--- src/rtl/inst_encoder_pkg.sv ---
// Shared constants for the controller instruction format: op codes, host command kinds
// and word field layout. The decoder imports the same package.
package inst_pkg;

  localparam int IMEM_ADDR_W = 10;
  localparam int INST_W      = 32;
  localparam int DDR_ADDR_W  = 42;
  localparam int DDR_PART_W  = 21;
  localparam int IMM_WIDTH   = 16;
  localparam int LOOP_ID_W   = 5;
  localparam int BUF_TYPE_W  = 2;
  localparam int CMD_KIND_W  = 4;
  localparam int OP_CODE_W   = 4;
  localparam int OP_SPEC_W   = 7;
  localparam int SEL_W       = 2;
  localparam int IMEM_DEPTH  = 1 << IMEM_ADDR_W;

  // Word layout: {op_code[31:28], op_spec[27:21], loop_id[20:16], imm[15:0]}
  localparam int OP_CODE_LSB = 28;
  localparam int OP_SPEC_LSB = 21;
  localparam int LOOP_ID_LSB = 16;
  localparam int IMM_LSB     = 0;

  localparam logic [OP_CODE_W-1:0] OP_SETUP          = 4'd0;
  localparam logic [OP_CODE_W-1:0] OP_LDMEM          = 4'd1;
  localparam logic [OP_CODE_W-1:0] OP_STMEM          = 4'd2;
  localparam logic [OP_CODE_W-1:0] OP_RDBUF          = 4'd3;
  localparam logic [OP_CODE_W-1:0] OP_WRBUF          = 4'd4;
  localparam logic [OP_CODE_W-1:0] OP_GENADDR_HI     = 4'd5;
  localparam logic [OP_CODE_W-1:0] OP_GENADDR_LO     = 4'd6;
  localparam logic [OP_CODE_W-1:0] OP_LOOP           = 4'd7;
  localparam logic [OP_CODE_W-1:0] OP_BLOCK_END      = 4'd8;
  localparam logic [OP_CODE_W-1:0] OP_BASE_ADDR      = 4'd9;
  localparam logic [OP_CODE_W-1:0] OP_PU_BLOCK_START = 4'd10;
  localparam logic [OP_CODE_W-1:0] OP_DSP_MULTIPLEX  = 4'd13;

  localparam logic [CMD_KIND_W-1:0] KIND_LOOP        = 4'd0;
  localparam logic [CMD_KIND_W-1:0] KIND_STRIDE      = 4'd1;
  localparam logic [CMD_KIND_W-1:0] KIND_LDMEM       = 4'd2;
  localparam logic [CMD_KIND_W-1:0] KIND_STMEM       = 4'd3;
  localparam logic [CMD_KIND_W-1:0] KIND_RDBUF       = 4'd4;
  localparam logic [CMD_KIND_W-1:0] KIND_WRBUF       = 4'd5;
  localparam logic [CMD_KIND_W-1:0] KIND_BASE_ADDR   = 4'd6;
  localparam logic [CMD_KIND_W-1:0] KIND_OFFSET_ADDR = 4'd7;
  localparam logic [CMD_KIND_W-1:0] KIND_PU_START    = 4'd8;
  localparam logic [CMD_KIND_W-1:0] KIND_RAW         = 4'd9;
  localparam logic [CMD_KIND_W-1:0] KIND_BLOCK_END   = 4'd10;

  // Words a command expands to; 0 marks an unknown kind.
  function automatic logic [1:0] kind_words(input logic [CMD_KIND_W-1:0] kind,
                                            input logic stride_hi_nz);
    logic [1:0] n;
    n = 2'd1;
    if (kind > KIND_BLOCK_END) begin
      n = 2'd0;
    end else if (kind == KIND_BASE_ADDR || kind == KIND_OFFSET_ADDR) begin
      n = 2'd2;
    end else if (kind == KIND_STRIDE && stride_hi_nz) begin
      n = 2'd2;
    end
    return n;
  endfunction

endpackage

--- src/rtl/inst_encoder_if.sv ---
// Host command port plus IMEM write port of the instruction encoder.
interface inst_encoder_if;
  import inst_pkg::*;

  // A command transfers on every cycle where cmd_v && cmd_ready; cmd_* must be held
  // stable while cmd_v is high and not yet accepted. imem_write_req is a one-cycle strobe.
  logic                   cmd_v;
  logic                   cmd_ready;
  logic [CMD_KIND_W-1:0]  cmd_kind;
  logic [BUF_TYPE_W-1:0]  cmd_buf_id;
  logic [LOOP_ID_W-1:0]   cmd_loop_id;
  logic [SEL_W-1:0]       cmd_sel;
  logic [DDR_ADDR_W-1:0]  cmd_value;

  logic                   imem_write_req;
  logic [IMEM_ADDR_W-1:0] imem_write_addr;
  logic [INST_W-1:0]      imem_write_data;

  modport master (
    output cmd_v, cmd_kind, cmd_buf_id, cmd_loop_id, cmd_sel, cmd_value,
    input  cmd_ready, imem_write_req, imem_write_addr, imem_write_data
  );

  modport slave (
    input  cmd_v, cmd_kind, cmd_buf_id, cmd_loop_id, cmd_sel, cmd_value,
    output cmd_ready, imem_write_req, imem_write_addr, imem_write_data
  );

endinterface

--- src/rtl/inst_encoder_pack.sv ---
// Packs instruction fields into one 32-bit controller word.
module inst_pack
  import inst_pkg::*;
(
  input  logic [OP_CODE_W-1:0]  op,
  input  logic [BUF_TYPE_W-1:0] buf_id,
  input  logic [SEL_W-1:0]      sel,
  input  logic [LOOP_ID_W-1:0]  loop_id,
  input  logic [IMM_WIDTH-1:0]  imm,
  output logic [INST_W-1:0]     word
);

  logic [OP_SPEC_W-1:0] op_spec;

  // op_spec = {1'b0, buf_id zero-extended to 3 bits, 1'b0, sel}
  assign op_spec = {2'b00, buf_id, 1'b0, sel};
  assign word    = {op, op_spec, loop_id, imm};

endmodule

--- src/rtl/inst_encoder.sv ---
// Host-side instruction assembler: expands config commands into controller words and
// writes them sequentially into IMEM, splitting wide fields into word pairs.
module inst_encoder
  import inst_pkg::*;
(
  input  logic                 clk,
  input  logic                 reset,
  input  logic                 start,
  inst_encoder_if.slave        bus,
  output logic [IMEM_ADDR_W:0] inst_count,
  output logic                 overflow,
  output logic                 bad_cmd,
  output logic [0:0]           dbg_state
);

  localparam logic [0:0] S_IDLE   = 1'b0;
  localparam logic [0:0] S_SECOND = 1'b1;

  localparam logic [IMEM_ADDR_W:0] DEPTH_C = (IMEM_ADDR_W+1)'(IMEM_DEPTH);
  localparam logic [IMEM_ADDR_W:0] ONE_C   = (IMEM_ADDR_W+1)'(1);

  logic [0:0]             state_q;
  logic                   req_q;
  logic [IMEM_ADDR_W-1:0] addr_q;
  logic [INST_W-1:0]      data_q;
  logic [INST_W-1:0]      second_q;
  logic [IMEM_ADDR_W:0]   count_q;
  logic                   overflow_q;
  logic                   bad_q;

  logic [OP_CODE_W-1:0]  op0, op1;
  logic [BUF_TYPE_W-1:0] buf0;
  logic [SEL_W-1:0]      sel0, sel1;
  logic [LOOP_ID_W-1:0]  loop0, loop1;
  logic [IMM_WIDTH-1:0]  imm0, imm1;
  logic                  raw;
  logic                  stride_hi_nz;
  logic [1:0]            words_needed;
  logic [IMEM_ADDR_W:0]  space;
  logic                  fits;
  logic                  accept;
  logic [INST_W-1:0]     packed0, packed1, word0;

  assign stride_hi_nz = (bus.cmd_value[31:16] != 16'd0);
  assign words_needed = kind_words(bus.cmd_kind, stride_hi_nz);

  always_comb begin
    op0   = OP_SETUP;
    op1   = OP_SETUP;
    buf0  = bus.cmd_buf_id;
    sel0  = bus.cmd_sel;
    sel1  = bus.cmd_sel;
    loop0 = bus.cmd_loop_id;
    loop1 = bus.cmd_loop_id;
    imm0  = bus.cmd_value[15:0];
    imm1  = bus.cmd_value[15:0];
    raw   = 1'b0;
    case (bus.cmd_kind)
      KIND_LOOP:     op0 = OP_LOOP;
      KIND_STRIDE: begin
        if (stride_hi_nz) begin
          op0  = OP_GENADDR_HI;
          imm0 = bus.cmd_value[31:16];
          op1  = OP_GENADDR_LO;
        end else begin
          op0 = OP_GENADDR_LO;
        end
      end
      KIND_LDMEM:    op0 = OP_LDMEM;
      KIND_STMEM:    op0 = OP_STMEM;
      KIND_RDBUF:    op0 = OP_RDBUF;
      KIND_WRBUF:    op0 = OP_WRBUF;
      KIND_BASE_ADDR, KIND_OFFSET_ADDR: begin
        // 42-bit address split into two 21-bit parts carried in {loop_id, imm}
        op0 = (bus.cmd_kind == KIND_BASE_ADDR) ? OP_BASE_ADDR : OP_DSP_MULTIPLEX;
        op1 = op0;
        sel0 = 2'd0;
        sel1 = 2'd1;
        {loop0, imm0} = bus.cmd_value[DDR_PART_W-1:0];
        {loop1, imm1} = bus.cmd_value[DDR_ADDR_W-1:DDR_PART_W];
      end
      KIND_PU_START: op0 = OP_PU_BLOCK_START;
      KIND_RAW:      raw = 1'b1;
      KIND_BLOCK_END: begin
        op0   = OP_BLOCK_END;
        buf0  = '0;
        sel0  = 2'd0;
        loop0 = '0;
        imm0  = {15'd0, bus.cmd_sel[0]};
      end
      default: ;
    endcase
  end

  inst_pack u_pack0 (
    .op      (op0),
    .buf_id  (buf0),
    .sel     (sel0),
    .loop_id (loop0),
    .imm     (imm0),
    .word    (packed0)
  );

  inst_pack u_pack1 (
    .op      (op1),
    .buf_id  (bus.cmd_buf_id),
    .sel     (sel1),
    .loop_id (loop1),
    .imm     (imm1),
    .word    (packed1)
  );

  assign word0 = raw ? bus.cmd_value[INST_W-1:0] : packed0;

  // Capacity is checked for the whole command so a pair is never split.
  assign space  = DEPTH_C - count_q;
  assign fits   = ((IMEM_ADDR_W+1)'(words_needed) <= space);

  assign bus.cmd_ready = !reset && !start && (state_q == S_IDLE);
  assign accept        = bus.cmd_v && bus.cmd_ready;

  always_ff @(posedge clk) begin
    if (reset || start) begin
      state_q    <= S_IDLE;
      req_q      <= 1'b0;
      addr_q     <= '0;
      data_q     <= '0;
      second_q   <= '0;
      count_q    <= '0;
      overflow_q <= 1'b0;
      bad_q      <= 1'b0;
    end else begin
      req_q <= 1'b0;
      case (state_q)
        S_IDLE: begin
          if (accept) begin
            if (words_needed == 2'd0) begin
              bad_q <= 1'b1;
            end else if (!fits) begin
              overflow_q <= 1'b1;
            end else begin
              req_q   <= 1'b1;
              addr_q  <= count_q[IMEM_ADDR_W-1:0];
              data_q  <= word0;
              count_q <= count_q + ONE_C;
              if (words_needed == 2'd2) begin
                second_q <= packed1;
                state_q  <= S_SECOND;
              end
            end
          end
        end
        S_SECOND: begin
          req_q   <= 1'b1;
          addr_q  <= count_q[IMEM_ADDR_W-1:0];
          data_q  <= second_q;
          count_q <= count_q + ONE_C;
          state_q <= S_IDLE;
        end
        default: state_q <= S_IDLE;
      endcase
    end
  end

  assign bus.imem_write_req  = req_q;
  assign bus.imem_write_addr = addr_q;
  assign bus.imem_write_data = data_q;
  assign inst_count          = count_q;
  assign overflow            = overflow_q;
  assign bad_cmd             = bad_q;
  assign dbg_state           = state_q;

endmodule

--- src/flat_wrapper.sv ---
// flat-port wrapper written by rule: the top's interface ports become plain ports
module inst_encoder_flat import inst_pkg::*;
  (clk, reset, start, inst_count, overflow, bad_cmd, dbg_state, bus_cmd_v, bus_cmd_kind, bus_cmd_buf_id, bus_cmd_loop_id, bus_cmd_sel, bus_cmd_value, bus_cmd_ready, bus_imem_write_req, bus_imem_write_addr, bus_imem_write_data);
  inst_encoder_if bus_i ();
  input  logic clk;
  input  logic reset;
  input  logic start;
  output logic [IMEM_ADDR_W:0] inst_count;
  output logic overflow;
  output logic bad_cmd;
  output logic [0:0] dbg_state;
  input wire logic [$bits(bus_i.cmd_v)-1:0] bus_cmd_v;
  input wire logic [$bits(bus_i.cmd_kind)-1:0] bus_cmd_kind;
  input wire logic [$bits(bus_i.cmd_buf_id)-1:0] bus_cmd_buf_id;
  input wire logic [$bits(bus_i.cmd_loop_id)-1:0] bus_cmd_loop_id;
  input wire logic [$bits(bus_i.cmd_sel)-1:0] bus_cmd_sel;
  input wire logic [$bits(bus_i.cmd_value)-1:0] bus_cmd_value;
  output wire logic [$bits(bus_i.cmd_ready)-1:0] bus_cmd_ready;
  output wire logic [$bits(bus_i.imem_write_req)-1:0] bus_imem_write_req;
  output wire logic [$bits(bus_i.imem_write_addr)-1:0] bus_imem_write_addr;
  output wire logic [$bits(bus_i.imem_write_data)-1:0] bus_imem_write_data;
  assign bus_i.cmd_v = bus_cmd_v;
  assign bus_i.cmd_kind = bus_cmd_kind;
  assign bus_i.cmd_buf_id = bus_cmd_buf_id;
  assign bus_i.cmd_loop_id = bus_cmd_loop_id;
  assign bus_i.cmd_sel = bus_cmd_sel;
  assign bus_i.cmd_value = bus_cmd_value;
  assign bus_cmd_ready = bus_i.cmd_ready;
  assign bus_imem_write_req = bus_i.imem_write_req;
  assign bus_imem_write_addr = bus_i.imem_write_addr;
  assign bus_imem_write_data = bus_i.imem_write_data;
  inst_encoder u_core (.clk(clk), .reset(reset), .start(start), .bus(bus_i), .inst_count(inst_count), .overflow(overflow), .bad_cmd(bad_cmd), .dbg_state(dbg_state));
endmodule
--- config.mk ---
export PLATFORM = sky130hd
export DESIGN_NAME = inst_encoder_flat
export DESIGN_NICKNAME = d
export VERILOG_FILES = /design/src/rtl/inst_encoder_pkg.sv /design/src/rtl/inst_encoder_if.sv /design/src/rtl/inst_encoder_pack.sv /design/src/rtl/inst_encoder.sv /design/src/flat_wrapper.sv
export SDC_FILE = /design/constraint.sdc
export NUM_CORES = 1
export LEC_CHECK = 0
export ABC_AREA = 1
export ABC_CLOCK_PERIOD_IN_PS = 4050
export BUFFER_PORTS_ARGS = -buffer_cell sky130_fd_sc_hd__buf_4
export CAP_MARGIN = 25
export CORE_MARGIN = 2
export CORE_UTILIZATION = 40
export DETAILED_ROUTE_END_ITERATION = 10
export GPL_TIMING_DRIVEN = 0
export PLACE_DENSITY = 0.7
export SLEW_MARGIN = 0
export SYNTH_ARGS = -nofsm -noshare
export SYNTH_HDL_FRONTEND = slang
export SYNTH_SLANG_ARGS = --single-unit
--- constraint.sdc ---
create_clock -name clk -period 4.05 [get_ports clk]
set_clock_uncertainty 0.2 [all_clocks]
set_input_delay 0.405 -clock clk [delete_from_list [all_inputs] [get_ports clk]]
set_output_delay 0.405 -clock clk [all_outputs]
set_load 0.02 [all_outputs]
# After elaboration in Yosys (flattened, before gate mapping)
# Cells that the tools add are included.
[totals]
register_bits = 86
out_inout_bits = 58
word_cells = 85
[classes]
addsub = 2
n_lt_le_gt_ge = 2
n_eq_ne = 14
muxes = 39
bitwise = 3
reduce_logical = 17
[op_table]
columns = ["op", "n"]
rows = [
  ["32-bit 2-to-1 mux", 4],
  ["32-bit one-hot mux with 2 select lines", 1],
  ["4-bit one-hot mux with 9 select lines", 1],
  ["11-bit 2-to-1 mux", 3],
  ["16-bit 2-to-1 mux", 2],
  ["16-bit one-hot mux with 2 select lines", 1],
  ["10-bit 2-to-1 mux", 3],
  ["11-bit one-hot mux with 2 select lines", 1],
  ["10-bit one-hot mux with 2 select lines", 1],
  ["4-bit by 3-bit == test with 1-bit output (second input constant)", 4],
  ["16-bit nonzero test", 1],
  ["2-bit 2-to-1 mux", 7],
  ["4-bit == test (second input constant)", 3],
  ["11-bit by 1-bit adder with 11-bit output (second input constant)", 1],
  ["2-bit by 11-bit <= comparator with 1-bit output", 1],
  ["11-bit subtractor (first input constant)", 1],
  ["5-bit one-hot mux with 2 select lines", 1],
  ["4-bit by 2-bit == test with 1-bit output (second input constant)", 2],
  ["1-bit 2-to-1 mux", 8],
  ["4-bit one-hot mux with 2 select lines", 1],
  ["3-bit 2-to-1 mux", 2],
  ["3-bit AND reduction", 2],
  ["5-bit 2-to-1 mux", 1],
  ["5-bit AND reduction", 1],
  ["15 further kinds", 24],
]

# Longest topological paths before layout
# Gate-level depths: netlist (run 1).
[depth]
depth_word = 11
mapped_depth = 20

# By module
# From an unflattened synthesis (run 1), not the netlist that was laid out.
[hier_totals]
cells_unflattened = 947
area_unflattened_um2 = 5948.2
[modules_own_cells]
columns = ["mod", "n_inst", "cells_each", "area_per_inst_um2", "seq_area_each_um2"]
rows = [
  ["inst_encoder", 1, 881, 5460.2, 1781.7],
  ["inst_pack", 2, 33, 244.0, 0.0],
]

# Least setup slack after synthesis (run 1)
# Ideal clock, no wire load.
[synth_path]
kind = "input to register"
from = "in bus_cmd_value[28]"
to = "reg u_core.addr_q[0], in the netlist u_core.bus.imem_write_addr[0]"
t_arrival_ns = 2.638
t_required_ns = 3.737
setup_slack_ns = 1.099
path_stages = 20
path_buffers = 2
path_cell_list = "inv_1 -> nand4_1 -> nor2_1 -> nand2_1 -> nand2_1 -> nand2_1 -> or2_2 -> ha_1 -> nand3_1 -> nor2_1 -> nor2_1 -> nand2_1 -> nor2_2 -> nand3_4 -> nand2_4 -> nand2_2 -> buf_6 -> buf_6 -> nor2_1 -> nor2_1"
[synth_between]
elab_chain_cells = 8
[synth_rtl]
columns = ["item", "line", "text"]
rows = [
  ["start: declaration", "flat_wrapper.sv:17", "input wire logic [$bits(bus_i.cmd_value)-1:0] bus_cmd_value;"],
  ["16-bit nonzero test (*)", "inst_encoder.sv:44", "assign stride_hi_nz = (bus.cmd_value[31:16] != 16'd0);"],
  ["1-bit logical AND (*)", "inst_encoder_pkg.sv:58", "end else if (kind == KIND_STRIDE && stride_hi_nz) begin"],
  ["2-bit 2-to-1 mux (*)", "inst_encoder_pkg.sv:58", ""],
  ["2-bit 2-to-1 mux (*)", "inst_encoder_pkg.sv:56", "end else if (kind == KIND_BASE_ADDR || kind == KIND_OFFSET_ADDR) begin"],
  ["2-bit 2-to-1 mux (*)", "inst_encoder_pkg.sv:54", "if (kind > KIND_BLOCK_END) begin"],
  ["2-bit by 11-bit <= comparator with 1-bit output or 2-bit zero test (tied branches)", "inst_encoder.sv:117, inst_encoder.sv:137", ""],
  ["2-bit by 1-bit inequality test with 1-bit output (no source line) or 2-bit inequality test (tied branches)", "--", ""],
  ["3-bit AND reduction (no source line) (*)", "--", ""],
  ["end signal: assignment", "inst_encoder.sv:143", "addr_q <= count_q[IMEM_ADDR_W-1:0];"],
  ["end signal: assignment", "inst_encoder.sv:155", "addr_q <= count_q[IMEM_ADDR_W-1:0];"],
  ["end: declaration", "inst_encoder.sv:24", "logic [IMEM_ADDR_W-1:0] addr_q;"],
]
# Mark *: on every way between the ends. The rest lies on a longest branch, timed or not.
# A chain may end at the register's enable or synchronous reset.

# Worst setup path in the final report (run 1)
[layout_path]
from = "in bus_cmd_value[28]"
to = "reg u_core.count_q[6], in the netlist u_core.inst_count[6]"
[layout_between]
elab_chain_cells = 8
[layout_rtl]
columns = ["item", "line", "text"]
rows = [
  ["16-bit nonzero test (*)", "inst_encoder.sv:44", ""],
  ["1-bit logical AND (*)", "inst_encoder_pkg.sv:58", ""],
  ["2-bit 2-to-1 mux (*)", "inst_encoder_pkg.sv:58", ""],
  ["2-bit 2-to-1 mux (*)", "inst_encoder_pkg.sv:56", ""],
  ["2-bit 2-to-1 mux (*)", "inst_encoder_pkg.sv:54", ""],
  ["2-bit by 11-bit <= comparator with 1-bit output or 2-bit zero test (tied branches)", "inst_encoder.sv:117, inst_encoder.sv:137", ""],
  ["2-bit by 1-bit inequality test with 1-bit output (no source line) or 2-bit inequality test (tied branches)", "--", ""],
  ["3-bit AND reduction (no source line) (*)", "--", ""],
  ["end signal: assignment", "inst_encoder.sv:145", "count_q <= count_q + ONE_C;"],
  ["end signal: assignment", "inst_encoder.sv:157", "count_q <= count_q + ONE_C;"],
  ["end: declaration", "inst_encoder.sv:27", "logic [IMEM_ADDR_W:0] count_q;"],
]
# Marked as above.

==> results of run 1 <==
-- cell type report --
cell class | count | area, um^2
Tap cell | 168 | 210
Buffer | 47 | 249
Multi-Input combinational cell | 578 | 2730
Timing Repair Buffer | 116 | 871
Clock buffer | 11 | 243
Fill cell | 1276 | 5750
Clock inverter | 3 | 46.3
Sequential cell | 85 | 1700
Inverter | 82 | 308
-- registers in the layout, indices dropped and copies added, names as in the netlist --
register	count
u_core.second_q	28
u_core.inst_count	11
u_core.overflow	1
u_core.bus.imem_write_req	1
u_core.bus.imem_write_data	32
u_core.dbg_state	1
u_core.bus.imem_write_addr	10
u_core.bad_cmd	1
-- worst max-delay path by stage --
stage	endpoint	slack [ns]	depth (start not counted)
2_1_floorplan	u_core.bus.imem_write_addr[0]$_SDFFE_PP0P_	1.10	20
3_3_place_gp	u_core.second_q[16]$_SDFFE_PP0P_	0.31	20
3_5_place_dp	u_core.inst_count[6]$_SDFFE_PP0P_	0.35	21
4_1_cts	u_core.inst_count[6]$_SDFFE_PP0P_	0.70	21
5_1_grt	u_core.second_q[24]$_SDFFE_PP0P_	0.38	19
6_report	u_core.inst_count[6]$_SDFFE_PP0P_	0.63	21
-- tightest hold or removal path, delay by kind of cell --
kind / cells / cell delay [ns]
buffers and inverters: 1 / 0.09
AND/OR/NAND/NOR: 1 / 0.07
AO/OA/AOI/OAI: 1 / 0.07
-- kinds of logic (layout without fill, tap and decap cells) --
logic type	after synthesis	count (layout)	synth area share, %
AO/OA/AOI/OAI	78	78	8.50
buffers and inverters	129	259	11.2
adder cells (fa/ha/maj)	4	4	1.00
AND/OR/NAND/NOR	486	486	43.5
XOR/XNOR	10	10	1.76
flip-flops	85	85	34.1
-- per-layer routing --
layer	part of all wire [%]	vias to the layer above
li1	-	2756
met1	44	2434
met2	44	235
met3	7.7	43
met4	4.2	0
met5	0	-
-- where the power goes --
group          internal, mW  total [mW]  leakage (nW)  switching, mW
clock network         0.491       0.833         0.138          0.343
logic                 0.111       0.284          2.42          0.173
registers             0.847       0.853         0.686        0.00632
total                  1.45        1.97          3.24          0.522
-- cells in the mapped netlist (2+ instances only) --
| cell | number | area share, % |
|---|---|---|
| a21oi_1 | 20 | 2.0 |
| a31oi_1 | 2 | 0.25 |
| buf_1 | 12 | 0.90 |
| buf_2 | 13 | 1.3 |
| buf_4 | 3 | 0.45 |
| buf_6 | 6 | 1.4 |
| clkbuf_1 | 13 | 0.98 |
| dfxtp_1 | 85 | 34 |
| ha_1 | 4 | 1.0 |
| inv_1 | 75 | 5.6 |
| inv_2 | 7 | 0.53 |
| nand2_1 | 204 | 15 |
| nand2_2 | 2 | 0.25 |
| nand3_1 | 62 | 6.2 |
| nand3_2 | 2 | 0.40 |
| nand3b_1 | 32 | 4.8 |
| nand4_1 | 15 | 1.9 |
| nor2_1 | 148 | 11 |
| nor2_2 | 4 | 0.50 |
| nor2_4 | 5 | 1.1 |
| nor3_1 | 6 | 0.60 |
| o211ai_1 | 3 | 0.45 |
| o21ai_0 | 37 | 3.7 |
| o21ai_1 | 3 | 0.30 |
| o22ai_1 | 9 | 1.1 |
| xor2_1 | 10 | 1.8 |
-- per-stage QoR --
stage                     setup slack [ns]  cell area, um^2
final                                0.634             6360
after CTS                            0.699             6360
after global routing                 0.376             6360
after detailed placement             0.350             6070
after floorplan                       1.10             4990
after global placement               0.306             6070
==> impl_results.md, run 1 <==
* Status: completed
* RSZ-0062 raised after global routing: false
* Effective utilization at floorplan at 41.2%
* FF-to-FF path depth at 17
* Crit end category: register
* Period utilization at 84.4%
* DIE WIDTH at 116 um
* Post-route DRC at 0
* Clk buf depth at 2
* TritonCTS clock tree: yes
* GRT Residual Overflow at 0
* CP delay by family, top: simple AND/OR/NAND/NOR gates
* Routed WL per cell at 14.9 um
* Placed insts at around 1100
* Slew margin rel. at a little under three fifths
* GP Congestion at slightly below 1
* Met2 Usage GRT at 39.5%
* Layout cells sized above 1 at 19.0%
* Main flop type after synthesis: dfxtp_1
* Layout Nets at about 980
* H-tree depth at 3
* Area delta synth->final at 27.5%
* Sequential area share after synthesis at 34.1%
* Worst path bufs/invs at 4
* Hold_buf cts at 0
* Number of global-route vias before repair at 5063
* Core Box Area at about 12000 um^2
* Most Used Layer, Global Route: met2
* Worst-skew pair later-pin latency at 0.34 ns
* Antenna viol nets, final at 0
* Vias/cell at 5.02
* Max stage delay on crit path at 0.33 ns
* CP required at around 4.1 ns
* Pre-Repair DR Iteration Count at 5
* Hold path start: bus_cmd_v
* IO Port Bufs at 116
* Grt met3 use at 4.13%
* Crit-path most repeated cell: nand2_1
* Max-slew violations at 0
* Post-synth EDFFs at 0
* Pleak at roughly 3.2 nW
* Syn_area_per_cell at 6.30 um^2
* Pwr Density at 310 nW/um^2
* Syn_nets at 855
* Number of I/O pins at 117
* Cts repair resizes at 0
* Final setup violation count at 0
* First-pass GRT wire length at 25700 um
* Total wire length at 16200 um
* Launch point of the worst path: bus_cmd_value[28]
* Syn. warnings at 0
* TritonCTS Sinks at 85
* Antenna cells at 0
* Initial antenna violation count at 0
* Die Y at between 100 and 150 um
* R2R Setup Slk at 1.15 ns
* Startpoint types: primary input
* Post-layout min period at 3.42 ns
* Layout Utilization at 52.5%
* Worst Hold Depth at 3
* Cell Rows at 40
* Flops & latches, synth at 85
* Initial drt markers at 528
* Met1 GRT Util at 32.8%
* CP Cell Sequence: buf_4 > inv_1 > nand4_1 > nor2_1 > nand2_1 > nand2_1 > nand2_1 > or2_2 > ha_1 > nand3_1 > nor2_1 > nor2_1 > nand2_1 > nor2_2 > nand3_4 > nand2_4 > nand2_2 > buf_6 > buf_6 > nand2_1 > a21oi_1
* CTS root buf: clkbuf_16
* Cells after synthesis at slightly below 800
* Most frequent cells in the layout: nand2_1 (204), nor2_1 (148), buf_4 (119)
* Post-Layout Cell Count at 1090
* Post-synth cell types at 36
* RR Endpoint: u_core.inst_count[6]$_SDFFE_PP0P_
* Routed via count at between 5000 and 6000
* Critical Setup Path Class: primary input to register
* HPWL after DPL at 12000 um
* Setup TNS at 0 ns
* Worst VDD drop at around 0.15 mV
* Largest net degree at the start of global routing at 14
* Crit path DAT at between 3 and 4 ns
* Critical Path Fanout Max at 10
* Synth async-reset ratio at 0%
* Commonest non-fill, non-tap cell in the layout: nand2_1
* Final hold violation count at 0
* Max cap viols at 0
* Worst path slowest cell: or2_2
* Mapped Area at 4990 um^2
* Cts bufs inserted at 9
* Hold path endpoint: u_core.bad_cmd$_SDFFE_PP0P_
* DIE AREA at between 10000 and 15000 um^2
* Max Fclk at 0.293 GHz
* Post-CTS Repair Setup Buffers at 0
* WHS at 0.138 ns
* Reg clk slew, reported paths at 0.06 ns
* Worst-Margin Slew at 0.665 ns
* Reg2reg start: u_core.inst_count[0]$_SDFFE_PP0P_
* Power after layout at 1.97 mW
* Hold WC Path Type: primary input to register
* Gr usage total at about a quarter
Note: power is estimated with default switching activity, not from simulation.
==> run 2: changes to the inputs <==
Settings changed: ABC_AREA 1 to 0, ABC_CLOCK_PERIOD_IN_PS 4050 to 3200, PLACE_DENSITY 0.7 to 0.71.
Clock period 4.05 ns to 3.2 ns, I/O delays scaled along.
==> run 2 against run 1 <==
Effect of this change:
- setup slack got worse by 0.53 ns
- die area down 11%
- synthesized cell count decreased by 28%
- core utilization grew 1.6 points
- worst hold slack worse by 0.093 ns
- global-route usage increased by 0.22 points
==> impl_results.md, run 2 <==
* Status: completed
* CP required at 3.24 ns
* Max FFs per register at 32
* Worst-skew pair later-pin latency at between 0.3 and 0.4 ns
* Period utilization at 96.9%
* Reg2reg start: u_core.inst_count[0]$_SDFFE_PP0P_
* Synth Area in Adders at 1.13%
* Number of I/O pins at 117
* Gr usage total at between 20% and 30%
* Crit path capture: u_core.bus.imem_write_data[19]$_SDFFE_PP0P_
* Final instance area at ~5900 um^2
* Top post-synthesis cells by area: dfxtp_1 (38%), a21oi_1 (7.1%), nand2_1 (7.0%)
* Routed via count at 4801
* Initial drt markers at 497
* First-pass GRT wire length at 22900 um
* Commonest non-fill, non-tap cell in the layout: buf_4
* DP Area at 5500 um^2
* Pwr Density at 395 nW/um^2
* GP Congestion at between 0.9 and 1
* Max Fclk at 0.323 GHz
* Sequential Area at 1710 um^2
* Synth async-reset ratio at 0%
* Post-route DRC at 0
* Startpoint types: register
* DIE AREA at 12000 um^2
* Fillers at approximately 1100
* Cts bufs inserted at 9
* Main flop type after synthesis: dfxtp_1
* Core Box Area at 10800 um^2
* Syn. warnings at 0
* Top-count cell post-synth: dfxtp_1
* Multiplexer share of the synthesized area at 4.74%
* Die Y at 109 um
* Hold WC Path Type: primary input to register
* Post-layout min period at 3.10 ns
* Net Sw Power at 583 uW
* Routed WL per cell at 17.7 um
* Switching share of power at approximately a quarter
* Effective utilization at floorplan at 40.9%
* HPWL after DPL at 11200 um
* Syn_area_per_cell at 7.77 um^2
* Critical Setup Path Class: register to register
* Most frequent cells in the layout: buf_4 (124), dfxtp_1 (83), nand2_1 (82)
* Clk buf depth at 2
* FF-to-FF path depth at 10
* Flops & latches, synth at 85
* RSZ-0062 raised after global routing: true
* Max-slew violations at 0
* Pre-Repair DR Iteration Count at 6
* Final setup violation count at 0
* Pleak at 2.45 nW
* RR Endpoint: u_core.bus.imem_write_data[19]$_SDFFE_PP0P_
* Synth cell count leaders: dfxtp_1 (85), nand2_1 (83), a21oi_1 (63)
* Critical Path Fanout Max at 11
* H-tree depth at 3
* Part of the power in combinational logic at about 14%
* Number of global-route vias before repair at approximately 4400
* Crit end category: register
* Slew margin rel. at 47.1%
* Cells after synthesis at 571
* Compound-Gate Fraction of Synth Area at 25.7%
* Worst VDD drop at 0.223 mV
* CTS root buf: clkbuf_8
* Combinational family with the most area after synthesis: compound AO/OA/AOI/OAI gates
* Sequential area share after synthesis at around two fifths
* Launch point of the worst path: u_core.inst_count[0]$_SDFFE_PP0P_
* Seq pwr share at 46.1%
* Post-synth cell types at 55
* Initial antenna violation count at 0
* Antenna cells at 0
* Total wire length at 15000 um
* DIE WIDTH at 109 um
* Max cap viols at 0
* Final hold violation count at 0
* IO Port Bufs at ~120
* Layout cells sized above 1 at 25.5%
* Synth Area in XOR/XNOR at 0.592%
* Layout Nets at 765
* Synth Area in Simple Gates at 21.9%
* Setup TNS at 0 ns
* Largest net degree at the start of global routing at 17
* Antenna viol nets, final at 0
* Cell Int Power at 1.73 mW
* TritonCTS clock tree: yes
* Top-area cell type share of the netlist area at 38.4%
* Footprint of the multi-input gates at 2470 um^2
* Crit path DAT at 3.14 ns
* Mapped Area at 4440 um^2
* Worst-Margin Slew at 0.783 ns
* TritonCTS Sinks at 85
* Cell taking the most area after synthesis: dfxtp_1
* R2R Setup Slk at 0.1 ns
* Syn_nets at 634
* Hold path start: bus_cmd_value[23]
* Clock network fraction of total power at roughly two fifths
* Vias/cell at around 5.7
* Cell Rows at 38
* Post-synth EDFFs at 0
* Reg clk slew, reported paths at approximately 0.08 ns
* Area delta synth->final at 32.1%
* GRT Residual Overflow at 0
[run 2: area by class of cell]
class	instances	area share (%)
buffer	45	4.29
clock buffer	12	2.48
clock inverter	4	1.62
inverter	24	1.58
multi-input combinational	415	42.2
sequential	85	29.2
tap	140	2.99
timing repair buffer	122	15.7
[run 2: repair_timing]
action                                  4_1_cts  5_1_grt
pin swaps                                     4        1
buffers inserted                              4        0
hold buffers                                  2        0
endpoints found under the setup margin       83       47
resized for setup                            14       14
endpoints found under the hold margin         2        0
cloned                                        0        0
[run 2: worst min-delay path by stage]
stage / end / slack (ns) / cells after the start
3_3_place_gp: u_core.second_q[25]$_SDFFE_PP0P_ / 0.24 / 2
4_1_cts: u_core.bus.imem_write_data[23]$_SDFFE_PP0P_ / 0.03 / 3
5_1_grt: u_core.bus.imem_write_data[23]$_SDFFE_PP0P_ / 0.04 / 3
6_report: u_core.bus.imem_write_data[23]$_SDFFE_PP0P_ / 0.04 / 3
2_1_floorplan: u_core.second_q[24]$_SDFFE_PP0P_ / 0.23 / 2
3_5_place_dp: u_core.second_q[25]$_SDFFE_PP0P_ / 0.24 / 2
[run 2: logic make-up (layout without fill, tap and decap cells)]
logic type,after synthesis,count (layout)
fa+ha+maj,4,4
xor+xnor,3,3
mux,21,21
flops,85,85
buf+inv,71,207
compound gates,178,178
simple gates,209,209
[run 2: power by group through the flow]
| stage | logic (mW) | clock network [mW] | registers [mW] |
|---|---|---|---|
| 4_1_cts | 0.309 | 0.944 | 1.07 |
| 3_3_place_gp | 0.294 | 0 | 1.09 |
| 6_report | 0.317 | 0.932 | 1.07 |
| 2_1_floorplan | 0.158 | 0 | 1.10 |
| 3_5_place_dp | 0.296 | 0 | 1.09 |
| 5_1_grt | 0.340 | 0.987 | 1.07 |
[run 2: stage by stage]
step           util [%]  setup WS [ns]  hold WS [ns]  power [mW]  cells
5_1_grt            54.1        -0.0116        0.0426        2.40    847
2_1_floorplan         -        0.00292         0.229        1.26    571
6_report           54.1         0.0999        0.0449        2.32    847
3_5_place_dp       50.7         -0.802         0.240        1.39    827
4_1_cts            53.8         0.0485        0.0317        2.32    847
3_3_place_gp       50.7         -0.801         0.236        1.39    826
[run 2: critical path, cell delays in order, from the launching register on]
cell     delay (ns)
dfxtp_4        0.40
inv_2          0.09
ha_2           0.20
or3b_1         0.37
or3_1          0.38
a211o_4        0.39
o31a_1         0.30
buf_4          0.20
buf_4          0.18
a22oi_1        0.17
a21oi_1        0.09
[run 2: per-layer routing]
layer  vias to the layer above  share of wire, %  GRT usage (%)
met1                      2264                44           34.9
met2                       220                46           39.0
met3                        27               7.4           3.20
met5                         -                 0              0
li1                       2290                 -              -
met4                         0               2.4           10.3
